File: config.mk
export PLATFORM = sky130hd
export DESIGN_NAME = key_pulse
export DESIGN_NICKNAME = d
export VERILOG_FILES = /design/src/rtl/key_pulse_pkg.sv /design/src/rtl/key_sync.sv /design/src/rtl/key_pulse.sv
export SDC_FILE = /design/constraint.sdc
export NUM_CORES = 1
export LEC_CHECK = 0
export BUFFER_PORTS_ARGS = -buffer_cell sky130_fd_sc_hd__buf_2
export CORE_ASPECT_RATIO = 2
export CORE_MARGIN = 10
export CORE_UTILIZATION = 34
export DETAILED_ROUTE_END_ITERATION = 7
export SYNTH_ARGS = -nofsm -noshare
export SYNTH_HDL_FRONTEND = slang
export SYNTH_SLANG_ARGS = --single-unit
File: constraint.sdc
create_clock -name clk -period 2.5 [get_ports clk]
set_input_delay 0.375 -clock clk [delete_from_list [all_inputs] [get_ports clk]]
set_output_delay 0.375 -clock clk [all_outputs]
set_load 0.05 [all_outputs]
File: src/rtl/key_pulse_pkg.sv
// Shared types for the mode-button conditioner: FSM state encodings and a counter-fit helper.
package key_pulse_pkg;

    typedef enum logic [1:0] {
        K_IDLE         = 2'd0,
        K_PRESS_WAIT   = 2'd1,
        K_PRESSED      = 2'd2,
        K_RELEASE_WAIT = 2'd3
    } key_state_e;

    // True when a terminal count fits in an unsigned counter of width w.
    function automatic bit cnt_fits(input longint val, input int w);
        return (val >= 1) && (val < (longint'(1) << w));
    endfunction

endpackage

File: src/rtl/key_sync.sv
// N-flop level synchroniser with synchronous active-high reset to 0.
module key_sync #(
    parameter int N = 2
) (
    input  logic clk_i,
    input  logic rst_i,
    input  logic d_i,
    output logic q_o
);

    if (N < 2) begin : g_chk_n
        $error("key_sync: N must be at least 2");
    end

    logic [N-1:0] sync_q;

    always_ff @(posedge clk_i) begin
        if (rst_i) sync_q <= '0;
        else       sync_q <= {sync_q[N-2:0], d_i};
    end

    assign q_o = sync_q[N-1];

endmodule

File: src/rtl/key_pulse.sv
// Mode-button conditioner: sync, debounce, one state_change pulse per accepted press.
// Optional long-press pulse enabled by defining LONG_PRESS_EN.
module key_pulse
    import key_pulse_pkg::*;
#(
    parameter int   CNT_W           = 26,
    parameter int   DEBOUNCE_CYCLES = 1_000_000,
    parameter int   LONG_CYCLES     = 50_000_000,
    parameter logic BTN_ACTIVE      = 1'b1
) (
    input  logic clk,
    input  logic rst,
    input  logic btn_raw,
    output logic state_change,
    output logic btn_level,
    output logic long_press
);

    if (!cnt_fits(longint'(DEBOUNCE_CYCLES), CNT_W)) begin : g_chk_deb
        $error("key_pulse: DEBOUNCE_CYCLES must be in [1, 2**CNT_W)");
    end
    if (!cnt_fits(longint'(LONG_CYCLES), CNT_W)) begin : g_chk_long
        $error("key_pulse: LONG_CYCLES must be in [1, 2**CNT_W)");
    end

    localparam logic [CNT_W-1:0] DEB_LAST  = CNT_W'(DEBOUNCE_CYCLES - 1);
`ifdef LONG_PRESS_EN
    localparam logic [CNT_W-1:0] LONG_LAST = CNT_W'(LONG_CYCLES - 1);
    localparam logic [CNT_W-1:0] LONG_DONE = CNT_W'(LONG_CYCLES);
`endif

    logic btn_in;
    logic btn_s;

    // Normalise polarity before synchronising so the FSM always sees 1 = pressed.
    assign btn_in = btn_raw ~^ BTN_ACTIVE;

    key_sync #(.N(2)) u_sync (
        .clk_i (clk),
        .rst_i (rst),
        .d_i   (btn_in),
        .q_o   (btn_s)
    );

    key_state_e       state_q;
    logic [CNT_W-1:0] cnt_q;
    logic             state_change_q;
    logic             btn_level_q;
    logic             long_press_q;

    always_ff @(posedge clk) begin
        if (rst) begin
            state_q        <= K_RELEASE_WAIT;
            cnt_q          <= '0;
            state_change_q <= 1'b0;
            btn_level_q    <= 1'b0;
            long_press_q   <= 1'b0;
        end else begin
            state_change_q <= 1'b0;
            long_press_q   <= 1'b0;
            case (state_q)
                K_IDLE: begin
                    if (btn_s) begin
                        state_q <= K_PRESS_WAIT;
                        cnt_q   <= '0;
                    end
                end
                K_PRESS_WAIT: begin
                    if (!btn_s) begin
                        state_q <= K_IDLE;
                        cnt_q   <= '0;
                    end else if (cnt_q == DEB_LAST) begin
                        state_q        <= K_PRESSED;
                        state_change_q <= 1'b1;
                        btn_level_q    <= 1'b1;
                        cnt_q          <= '0;
                    end else begin
                        cnt_q <= cnt_q + 1'b1;
                    end
                end
                K_PRESSED: begin
                    if (!btn_s) begin
                        state_q <= K_RELEASE_WAIT;
                        cnt_q   <= '0;
                    end else begin
`ifdef LONG_PRESS_EN
                        // Parking at LONG_DONE makes the pulse one-shot per press.
                        if (cnt_q == LONG_LAST) begin
                            long_press_q <= 1'b1;
                            cnt_q        <= LONG_DONE;
                        end else if (cnt_q < LONG_LAST) begin
                            cnt_q <= cnt_q + 1'b1;
                        end
`else
                        cnt_q <= '0;
`endif
                    end
                end
                K_RELEASE_WAIT: begin
                    // A re-press before release is confirmed is a bounce, not a new press.
                    if (btn_s) begin
                        state_q <= K_PRESSED;
                        cnt_q   <= '0;
                    end else if (cnt_q == DEB_LAST) begin
                        state_q     <= K_IDLE;
                        btn_level_q <= 1'b0;
                        cnt_q       <= '0;
                    end else begin
                        cnt_q <= cnt_q + 1'b1;
                    end
                end
                default: begin
                    state_q <= K_IDLE;
                    cnt_q   <= '0;
                end
            endcase
        end
    end

    assign state_change = state_change_q;
    assign btn_level    = btn_level_q;
`ifdef LONG_PRESS_EN
    assign long_press   = long_press_q;
`else
    assign long_press   = 1'b0;
`endif

endmodule
# [Word-level counts from Yosys, hierarchy flattened]
# Index checks and enable logic that the tools add are counted.
# W data, S select, Z words.
[word_totals] register_bits=32 latchBits=0 ram_bits=0 romBits=0 out_inout_bits=3 memories=0
[op_classes] n_addsub=1 multipliers=0 div=0 order_cmp=0 eq_ne=12 shift=0 muxes=18 n_bitwise=2 reduce_logical=5
[ops] operator="$mux W26" count=4
[ops] operator="$pmux W26 S4" count=1
[ops] operator="$add A26 B1 Y26 const B" count=1
[ops] operator="$eq A26 B20 Y1 const B" count=1
[ops] operator="$mux W2" count=6
[ops] operator="$ne A2 B2 Y1 const B" count=4
[ops] operator="$pmux W2 S4" count=1
[ops] operator="$mux W1" count=5
[ops] operator="$reduce_and A5 Y1" count=1
[ops] operator="$eq A2 B2 Y1 const B" count=2
[ops] operator="$ne A2 B1 Y1 const B" count=2
[ops] operator="$reduce_and A4 Y1" count=1
[ops] operator="$ne A3 B2 Y1 const B" count=1
[ops] operator="$ne A3 B3 Y1 const B" count=1
[ops] operator="$reduce_or A3 Y1" count=1
[ops] operator="$eq A2 B1 Y1 const B" count=1
[ops] operator="$logic_not A2 Y1" count=1
[ops] operator="$not A1 Y1" count=2
[ops] operator="$pmux W1 S2" count=1
[ops] operator="$reduce_bool A2 Y1" count=1

# [Logic depth before layout (Yosys ltp)]
# Gate-level depths: netlist (run 1).
[logic_depth] depth_word=4 mapped_depth=8

# [Modules after synthesis]
# Synthesis (run 1) repeated with hierarchy kept, for this count alone.
[hier_totals] hier_cells=192 area_unflattened_um2=1619.1
[by_module_without_submodules] module="key_pulse" instances=1 cells_each=188 area_per_inst_um2=1566.5
[by_module_without_submodules] module="key_sync" instances=1 cells_each=4 area_per_inst_um2=52.6

# [Least setup slack after synthesis (run 1)]
# No wires, ideal clock.
[synth_path] path_kind="register to register" startpoint="register cnt_q[0]" endpoint="register cnt_q[2]" arrival_ps=1702 t_required_ps=2366 setup_slack_ps=664 stages_incl_launch_ff=9 path_buffers=2 cell_sequence="dfxtp_1 > ha_1 > nand3_2 > nor3_1 > a211oi_2 > buf_4 > buf_4 > a21oi_1 > a31oi_1"
[synth_between] elab_chain_len=4 word_cells_on_any_way=6
[synth_rtl] element="start: declaration" line_no="key_pulse.sv:46" text="logic [CNT_W-1:0] cnt_q;"
[synth_rtl] element="start signal: assignment" line_no="key_pulse.sv:78" text="cnt_q <= cnt_q + 1'b1;"
[synth_rtl] element="start signal: assignment" line_no="key_pulse.sv:109" text="cnt_q <= cnt_q + 1'b1;"
[synth_rtl] element="$add A26 B1 Y26 / $eq A26 B20 Y1 (equally long branches)"
[synth_rtl] element="$mux W26 (*)" line_no="key_pulse.sv:72, key_pulse.sv:104"
[synth_rtl] element="$mux W26 (on tied branches)" line_no="key_pulse.sv:101, key_pulse.sv:69"
[synth_rtl] element="$pmux W26 S4 (*)" line_no="key_pulse.sv:61" text="case (state_q)"
# Mark *: on every way between the ends. The rest lies on a longest branch, timed or not.
# A chain may end at the register's enable or synchronous reset.

# [Final worst setup path (run 1)]
[layout_path] startpoint="register cnt_q[0]" endpoint="register cnt_q[18]"
# Same word-level chain as after synthesis.

==> results.ini, run 1 <==
[timing]
maxSlewHeadroom = 0.3956
clock.fmax_mhz = 451.2
skew_ns = 0.006360
finalHoldViolCount = 0
grt_setup_unrepaired = no
fin_crit_sh = 0.8866
finalCriticalPeriod_ns = 2.216
worstMarginPinSlew_ns = 0.9036
finalSetupViolations = 0
drv_slew = 0
tns_ns = 0

[cts]
clk_pin_slew_worst_paths_ns = 0.06
clk_latency_ns = 0.28
numCtsBuffers = 5
cts.sink_count = 32
cts_resized = 0
cts_hold_buf = 0
cts_tree = built
htreeDepth = 2
root_buffer = clkbuf_8
cts_buffer_depth = 2
postCtsSetupBuffers = 0

[setup_path]
r2r-start = cnt_q[0]$_SDFFE_PP0P_
reg2reg_depth = 7
rrSetupSlack_ns = 0.28
start_kind = register
arrival_ns = 2.43
reg2reg_to = cnt_q[18]$_SDFFE_PP0P_
required_ns = 2.71
worstPathMaxFanout = 23
worstSetupPathType = register to register
crit_path_end_kind = register

[route]
vias = 1474
dr.pass1.iters = 4
drtAntennaViolNets = 0
drc = 0
viasPerCell = 5.562
drtIter0Drc = 66
drt_wl_total_mm = 3.967
wl_per_cell_um = 14.97

[finish]
final_nets = 213
multiInputGateArea_um2 = 912.1
area_growth_pct = 12.93
mostFrequentLayoutCell = dfxtp_1
fin_util = 0.3970
fillers = 478
final_cell_mix = dfxtp_1, nand2_1, a21oi_1
n_antenna_cell = 0
register_area_um2 = 640.6
drive_gt1_frac = 0.1429

[outcome]
status = finished, final reports clean

[floorplan]
rows = 35
die_area_um2 = 8080
fp.dieW_um = 68.76
start_util = 0.3516
die_h_um = 117.5
pin_count = 6
core_area_um2 = 4598

[min_path]
holdPathStages = 2
hold_path_end = u_sync.sync_q[0]$_SDFF_PP0_
min-delay-start = btn_raw
min_path_type = primary input to register

[global_route]
grt_max_degree = 24
grt_first_pass_wirelength_mm = 6.796
overflow = 0
grt_antenna_before_repair = 0
grt_pass1_vias = 1516
track_usage = 0.1062

[synthesis]
synthesis.area_um2 = 1617
syn_inst = 198
yosysUniqueCellTypes = 42
yosysSeqAreaShare = 0.3963
async_reset_ff_frac = 0
syn-num-nets = 202
syn_avg_cell_area_um2 = 8.164
synth_edf_count = 0
ys_warn_count = 0
synthFlopType = dfxtp_1
ys_seq_elements = 32

[placement]
numPortBuffers = 4
globalplace.congestion = 0.8050
place_hpwl_mm = 3.017

[job]
drv_cap = 0

[power]
power-per-cell-area_nw_per_um2 = 544.0
p_leak_nw = 0.6489
vdd_ir_drop_max_uv = 432.9

==> cells in the mapped netlist (all sizes together), types with 4 or more instances <==
cell	n	area [um2]
inv	7	26.28
nor4	7	58.81
nand3	13	75.07
o21ai	10	53.80
and4	4	36.29
a21oi	16	80.08
nor2	10	37.54
nand4	5	31.28
xor2	4	35.03
nor3	4	25.02
nand2b	4	25.02
buf	6	40.04
dfxtp	32	640.6
nand2	30	112.6
a31oi	14	87.58
==> metal layers <==
layer	wire length, um	vias up	track usage
met5	0	-	0
met4	130	0	0.05831
met3	96	9	0.02097
met2	2306	30	0.1975
met1	1434	699	0.09749
li1	-	736	-
==> where the power goes <==
part | total [mW] | switching [mW] | internal (mW)
clock network | 0.407 | 0.183 | 0.224
registers | 0.533 | 0.0132 | 0.520
logic | 0.0529 | 0.0341 | 0.0188
total | 0.993 | 0.230 | 0.763
==> worst max-delay path, stage by stage (launching register included) <==
cell and delay (ns):
dfxtp_1 0.35, ha_1 0.25, nand3_2 0.09, nor3_1 0.09, a211oi_4 0.79, buf_4 0.30
a41oi_1 0.11, a31oi_1 0.16
==> stage by stage <==
stage          hold WS [ns]  instance area [um2]  instances  worst slack (ns)  power (mW)
6_report             0.3440                 1826        265            0.2835      0.9930
5_1_grt              0.3584                 1826        265           0.06385       1.033
4_1_cts              0.3574                 1826        265            0.3057       1.005
3_5_place_dp         0.4277                 1735        257            0.3169      0.5970
3_3_place_gp         0.4338                 1735        257            0.3659      0.5970
2_1_floorplan        0.4138                 1617        198            0.6643      0.5872
==> registers in the layout (all words and copies together), names as in the netlist, named ones only <==
name	count
btn_level	1
u_sync.sync_q	2
state_change	1
state_q	1
cnt_q	26
==> cells by family (layout without fill, tap and decap cells) <==
logic type      count (synthesis)  count (layout)  share of synthesized area
fa+ha+maj                       1               1                   0.007739
other cells                     1               1                   0.002320
compound gates                 49              49                     0.1858
mux                             3               3                    0.01858
buf+inv                        16              28                    0.04799
xor+xnor                        7               7                    0.03793
simple gates                   89              89                     0.3034
flops                          32              32                     0.3963
==> how the worst max path moves through the flow <==
stage,from,endpoint
final,cnt_q[0]$_SDFFE_PP0P_,cnt_q[18]$_SDFFE_PP0P_
after floorplan,cnt_q[0]$_SDFFE_PP0P_,cnt_q[2]$_SDFFE_PP0P_
after CTS,cnt_q[0]$_SDFFE_PP0P_,cnt_q[18]$_SDFFE_PP0P_
after global placement,cnt_q[0]$_SDFFE_PP0P_,cnt_q[24]$_SDFFE_PP0P_
after detailed placement,cnt_q[0]$_SDFFE_PP0P_,cnt_q[18]$_SDFFE_PP0P_
after global routing,cnt_q[0]$_SDFFE_PP0P_,cnt_q[18]$_SDFFE_PP0P_
==> cell type report <==
cell class / instances / share of cell area
clock buffer: 8 / 0.04935
inverter: 7 / 0.01439
multi-input combinational: 150 / 0.4997
timing repair buffer: 13 / 0.04798
tap: 55 / 0.03770
sequential: 32 / 0.3509
No activity file was read; power rests on OpenSTA's default activity.
==> run 2: changes to the inputs <==
==> constraint.sdc (replaced) <==
create_clock -name clk -period 2.3 [get_ports clk]
set_input_delay 0.345 -clock clk [delete_from_list [all_inputs] [get_ports clk]]
set_output_delay 0.345 -clock clk [all_outputs]
set_load 0.05 [all_outputs]
==> results.ini, run 2 (synthesis results as in run 1) <==
[cts]
htreeDepth = 2
numCtsBuffers = 5
clk_latency_ns = 0.29
root_buffer = clkbuf_8
postCtsSetupBuffers = 0
cts_resized = 0
cts_buffer_depth = 2
clk_pin_slew_worst_paths_ns = 0.07
cts.sink_count = 32
cts_tree = built
cts_hold_buf = 0

[route]
vias = 1445
drtAntennaViolNets = 0
dr.pass1.iters = 4
drtIter0Drc = 45
wl_per_cell_um = 14.82
drc = 0
viasPerCell = 5.515
drt_wl_total_mm = 3.883

[floorplan]
core_area_um2 = 4598
pin_count = 6
start_util = 0.3516
rows = 35
die_h_um = 117.5
fp.dieW_um = 68.76
die_area_um2 = 8080

[power]
p_leak_nw = 0.6333
power-per-cell-area_nw_per_um2 = 601.5
vdd_ir_drop_max_uv = 415.2

[finish]
reg.largest.list = cnt_q (26), u_sync.sync_q (2)
final_cell_mix = dfxtp_1, nand2_1, a21oi_1
regMostFlops = cnt_q
fin_util = 0.3921
mostFrequentLayoutCell = dfxtp_1
largest_reg_flops = 26
drive_gt1_frac = 0.1304
n_antenna_cell = 0
area_growth_pct = 11.53
final_nets = 210

[global_route]
grt_pass1_vias = 1411
overflow = 0
grt_max_degree = 18
grt_antenna_before_repair = 0
grt_first_pass_wirelength_mm = 6.589
track_usage = 0.1048

[setup_path]
start_kind = register
arrival_ns = 2.18
worstSetupPathType = register to register
worstPathMaxFanout = 17
crit_path_end_kind = register
required_ns = 2.52

[timing]
finalHoldViolCount = 0
tns_ns = 0
fin_crit_sh = 0.8537
finalSetupViolations = 0
maxSlewHeadroom = 0.5985
grt_setup_unrepaired = no
finalCriticalPeriod_ns = 1.963
clock.fmax_mhz = 509.3
skew_ns = 0.007331
worstMarginPinSlew_ns = 0.5976
drv_slew = 0

[placement]
place_hpwl_mm = 2.915
globalplace.congestion = 0.8119
numPortBuffers = 4

[job]
drv_cap = 0

[outcome]
status = finished, final reports clean

[min_path]
min_path_type = primary input to register

run 2: cell types whose count changed in the layout (fill, tap and decap cells not counted):
cell and change:
buf_4 -3
run 2: power breakdown:
| part | internal, mW | total [mW] | leakage, nW | switching [mW] |
|---|---|---|---|---|
| Combinational | 0.0218 | 0.0595 | 0.329 | 0.0377 |
| Sequential | 0.565 | 0.580 | 0.259 | 0.0152 |
| Clock | 0.244 | 0.445 | 0.0455 | 0.201 |
| Total | 0.831 | 1.08 | 0.633 | 0.254 |
run 2: worst paths after layout:
| path | startpoint | endpoint | slack [ns] | cells past startpoint |
|---|---|---|---|---|
| worst max-delay path | cnt_q[0]$_SDFFE_PP0P_ | cnt_q[18]$_SDFFE_PP0P_ | 0.34 | 8 |
| worst min-delay path | btn_raw | u_sync.sync_q[0]$_SDFF_PP0_ | 0.28 | 2 |
| worst min register to register | u_sync.sync_q[0]$_SDFF_PP0_ | u_sync.sync_q[1]$_SDFF_PP0_ | 0.45 | 1 |
| worst max register to register | cnt_q[0]$_SDFFE_PP0P_ | cnt_q[18]$_SDFFE_PP0P_ | 0.34 | 8 |
run 2: layout make-up:
| cell class | count | area [um2] |
|---|---|---|
| tap | 55 | 68.82 |
| sequential | 32 | 640.6 |
| clock buffer | 8 | 90.09 |
| multi-input combinational | 150 | 912.1 |
| inverter | 7 | 26.28 |
| fill | 469 | 2795 |
| timing repair buffer | 10 | 65.06 |
run 2: through the flow:
step                cell area (um2)  setup slack, ns  power, mW  instances  hold slack [ns]
finish                         1803           0.3366      1.085        262           0.2770
global route                   1803           0.1720      1.129        262           0.2773
CTS                            1803           0.3137      1.098        262           0.2808
detailed placement             1713           0.3334     0.6514        254           0.4332
global placement               1713           0.3596     0.6502        254           0.4309
floorplan                      1617           0.4643     0.6382        198           0.4138
run 2: layer usage:
metal,global-route usage,wire [um]
met1,0.09889,1415
met2,0.1807,2160
met3,0.02193,100
met5,0,0
met4,0.08065,206
run 2: critical path, cell delays in order, from the launching register on:
cell and delay, ns:
dfxtp_1 0.35, ha_1 0.26, nand3_2 0.14, nor3_1 0.07, buf_4 0.15, a211oi_4 0.37
buf_4 0.28, a41oi_1 0.12, a31oi_1 0.15
==> run 3: changes to the inputs <==
--- a/config.mk
+++ b/config.mk
@@ -5,6 +5,7 @@
 export SDC_FILE = /design/constraint.sdc
 export NUM_CORES = 1
 export LEC_CHECK = 0
+export ABC_AREA = 1
 export BUFFER_PORTS_ARGS = -buffer_cell sky130_fd_sc_hd__buf_2
 export CORE_ASPECT_RATIO = 2
 export CORE_MARGIN = 10
==> results.ini, run 3 <==
[synthesis]
syn-num-nets = 309
yosysUniqueCellTypes = 30
synth_area_leaders = dfxtp_1, nand2_1, nand3_1, nor2_1, a21oi_1
syn_inst = 305
yosysMostFrequentCell = nand2_1
async_reset_ff_frac = 0
ys_warn_count = 0
yosysTopAreaCell = dfxtp_1
ys_seq_elements = 32
synth_top_area_share = 0.3316
synth_common_cells = nand2_1, nor2_1, dfxtp_1
synth_edf_count = 0
synthesis.area_um2 = 1932
synthFlopType = dfxtp_1
yosysSeqAreaShare = 0.3316
syn_avg_cell_area_um2 = 6.334

[route]
drt_wl_total_mm = 4.601
drtAntennaViolNets = 0
viasPerCell = 4.965
dr.pass1.iters = 4
drtIter0Drc = 67
wl_per_cell_um = 12.40
vias = 1842
drc = 0

[global_route]
track_usage = 0.1049
overflow = 0
grt_max_degree = 25
grt_antenna_before_repair = 0
grt_pass1_vias = 1733
grt_first_pass_wirelength_mm = 7.845

[finish]
fillers = 592
largest_reg_flops = 26
regMostFlops = cnt_q
n_antenna_cell = 0
final_cell_mix = nand2_1, nor2_1, dfxtp_1
drive_gt1_frac = 0.1479
register_area_um2 = 640.6
mostFrequentLayoutCell = nand2_1
final_nets = 314
multiInputGateArea_um2 = 1090
area_growth_pct = 9.456
reg.largest.list = cnt_q (26), u_sync.sync_q (2)

[cts]
postCtsSetupBuffers = 0
cts_buffer_depth = 2
cts_tree = built
htreeDepth = 2
root_buffer = clkbuf_8
clk_pin_slew_worst_paths_ns = 0.07
cts.sink_count = 32
clk_latency_ns = 0.29
numCtsBuffers = 5
cts_hold_buf = 0
cts_resized = 0

[floorplan]
core_area_um2 = 5468
start_util = 0.3533
fp.dieW_um = 73.30
die_area_um2 = 9280
die_h_um = 126.6
rows = 38
pin_count = 6

[min_path]
min_path_type = primary input to register

[setup_path]
required_ns = 2.52
worstSetupPathType = register to register
worstPathMaxFanout = 24
crit_path_end_kind = register
start_kind = register
arrival_ns = 1.99

[power]
power_frac_comb = 0.162
power-per-cell-area_nw_per_um2 = 677.0
vdd_ir_drop_max_uv = 460.7
p_leak_nw = 0.8816
switching_power_mw = 0.3989
power_mw = 1.431
pwr-share-seq = 0.416
p_int_mw = 1.033
p_clk_frac = 0.422
netSwitchingFraction = 0.2787

[timing]
tns_ns = 0
drv_slew = 0
clock.fmax_mhz = 565.0
finalHoldViolCount = 0
finalCriticalPeriod_ns = 1.770
finalSetupViolations = 0
fin_crit_sh = 0.7695
skew_ns = 0.008347
maxSlewHeadroom = 0.6425
grt_setup_unrepaired = no
worstMarginPinSlew_ns = 0.5349

[outcome]
status = finished, final reports clean

[placement]
numPortBuffers = 4
place_hpwl_mm = 3.435
globalplace.congestion = 0.8653

[job]
drv_cap = 0

run 3: area by class of cell:
class	count	area share
repair buffers	7	0.02012
clock buffers	7	0.04556
well taps	60	0.03550
flip-flops and latches	32	0.3030
inverters	36	0.06627
clock inverters	1	0.01420
multi-input cells	228	0.5154
run 3: worst paths after layout:
path,endpoint,slack [ns],start,cells after the start
max,cnt_q[14]$_SDFFE_PP0P_,0.53,cnt_q[0]$_SDFFE_PP0P_,10
min reg2reg,u_sync.sync_q[1]$_SDFF_PP0_,0.41,u_sync.sync_q[0]$_SDFF_PP0_,2
max reg2reg,cnt_q[14]$_SDFFE_PP0P_,0.53,cnt_q[0]$_SDFFE_PP0P_,10
min,u_sync.sync_q[0]$_SDFF_PP0_,0.26,btn_raw,3
run 3: cells by family after synthesis:
family / after synthesis / synth area share
buffers and inverters: 45 / 0.1043
and+or+nand+nor: 183 / 0.4339
adders and majority gates: 1 / 0.006476
DFF: 32 / 0.3316
other: 1 / 0.001941
AOI/OAI and AO/OA: 42 / 0.1172
xor gates and xnor gates: 1 / 0.004535
run 3: critical path, cell delays in order, from the launching register on:
cell,delay (ns)
dfxtp_1,0.32
ha_1,0.22
nand2_2,0.15
nor2_8,0.05
nand2_4,0.07
clkinv_4,0.06
nand2_4,0.07
nor2_4,0.04
nor2_4,0.42
o21ai_0,0.17
a21oi_1,0.14
run 3: routing by layer:
layer | vias up | track usage | wire [um]
met1 | 845 | 0.09473 | 1698
met2 | 20 | 0.2089 | 2733
li1 | 971 | - | -
met5 | - | 0 | 0
met3 | 6 | 0.02108 | 98
met4 | 0 | 0.04190 | 70
run 3: power by group through the flow:
stage	clock [mW]	combinational, mW	sequential [mW]
finish	0.604	0.232	0.596
global route	0.643	0.263	0.599
CTS	0.626	0.238	0.596
detailed placement	0	0.237	0.609
global placement	0	0.235	0.607
floorplan	0	0.207	0.605
run 3: per-stage QoR:
step | worst slack, ns | utilization | hold slack (ns) | instances | cell area (um2)
finish | 0.5301 | 0.3867 | 0.2628 | 371 | 2115
global route | 0.3325 | 0.3867 | 0.2686 | 371 | 2115
CTS | 0.4890 | 0.3867 | 0.2588 | 371 | 2115
detailed placement | 0.5107 | 0.3636 | 0.3965 | 363 | 1988
global placement | 0.5429 | 0.3636 | 0.3916 | 363 | 1988
floorplan | 0.8379 | - | 0.3883 | 305 | 1932
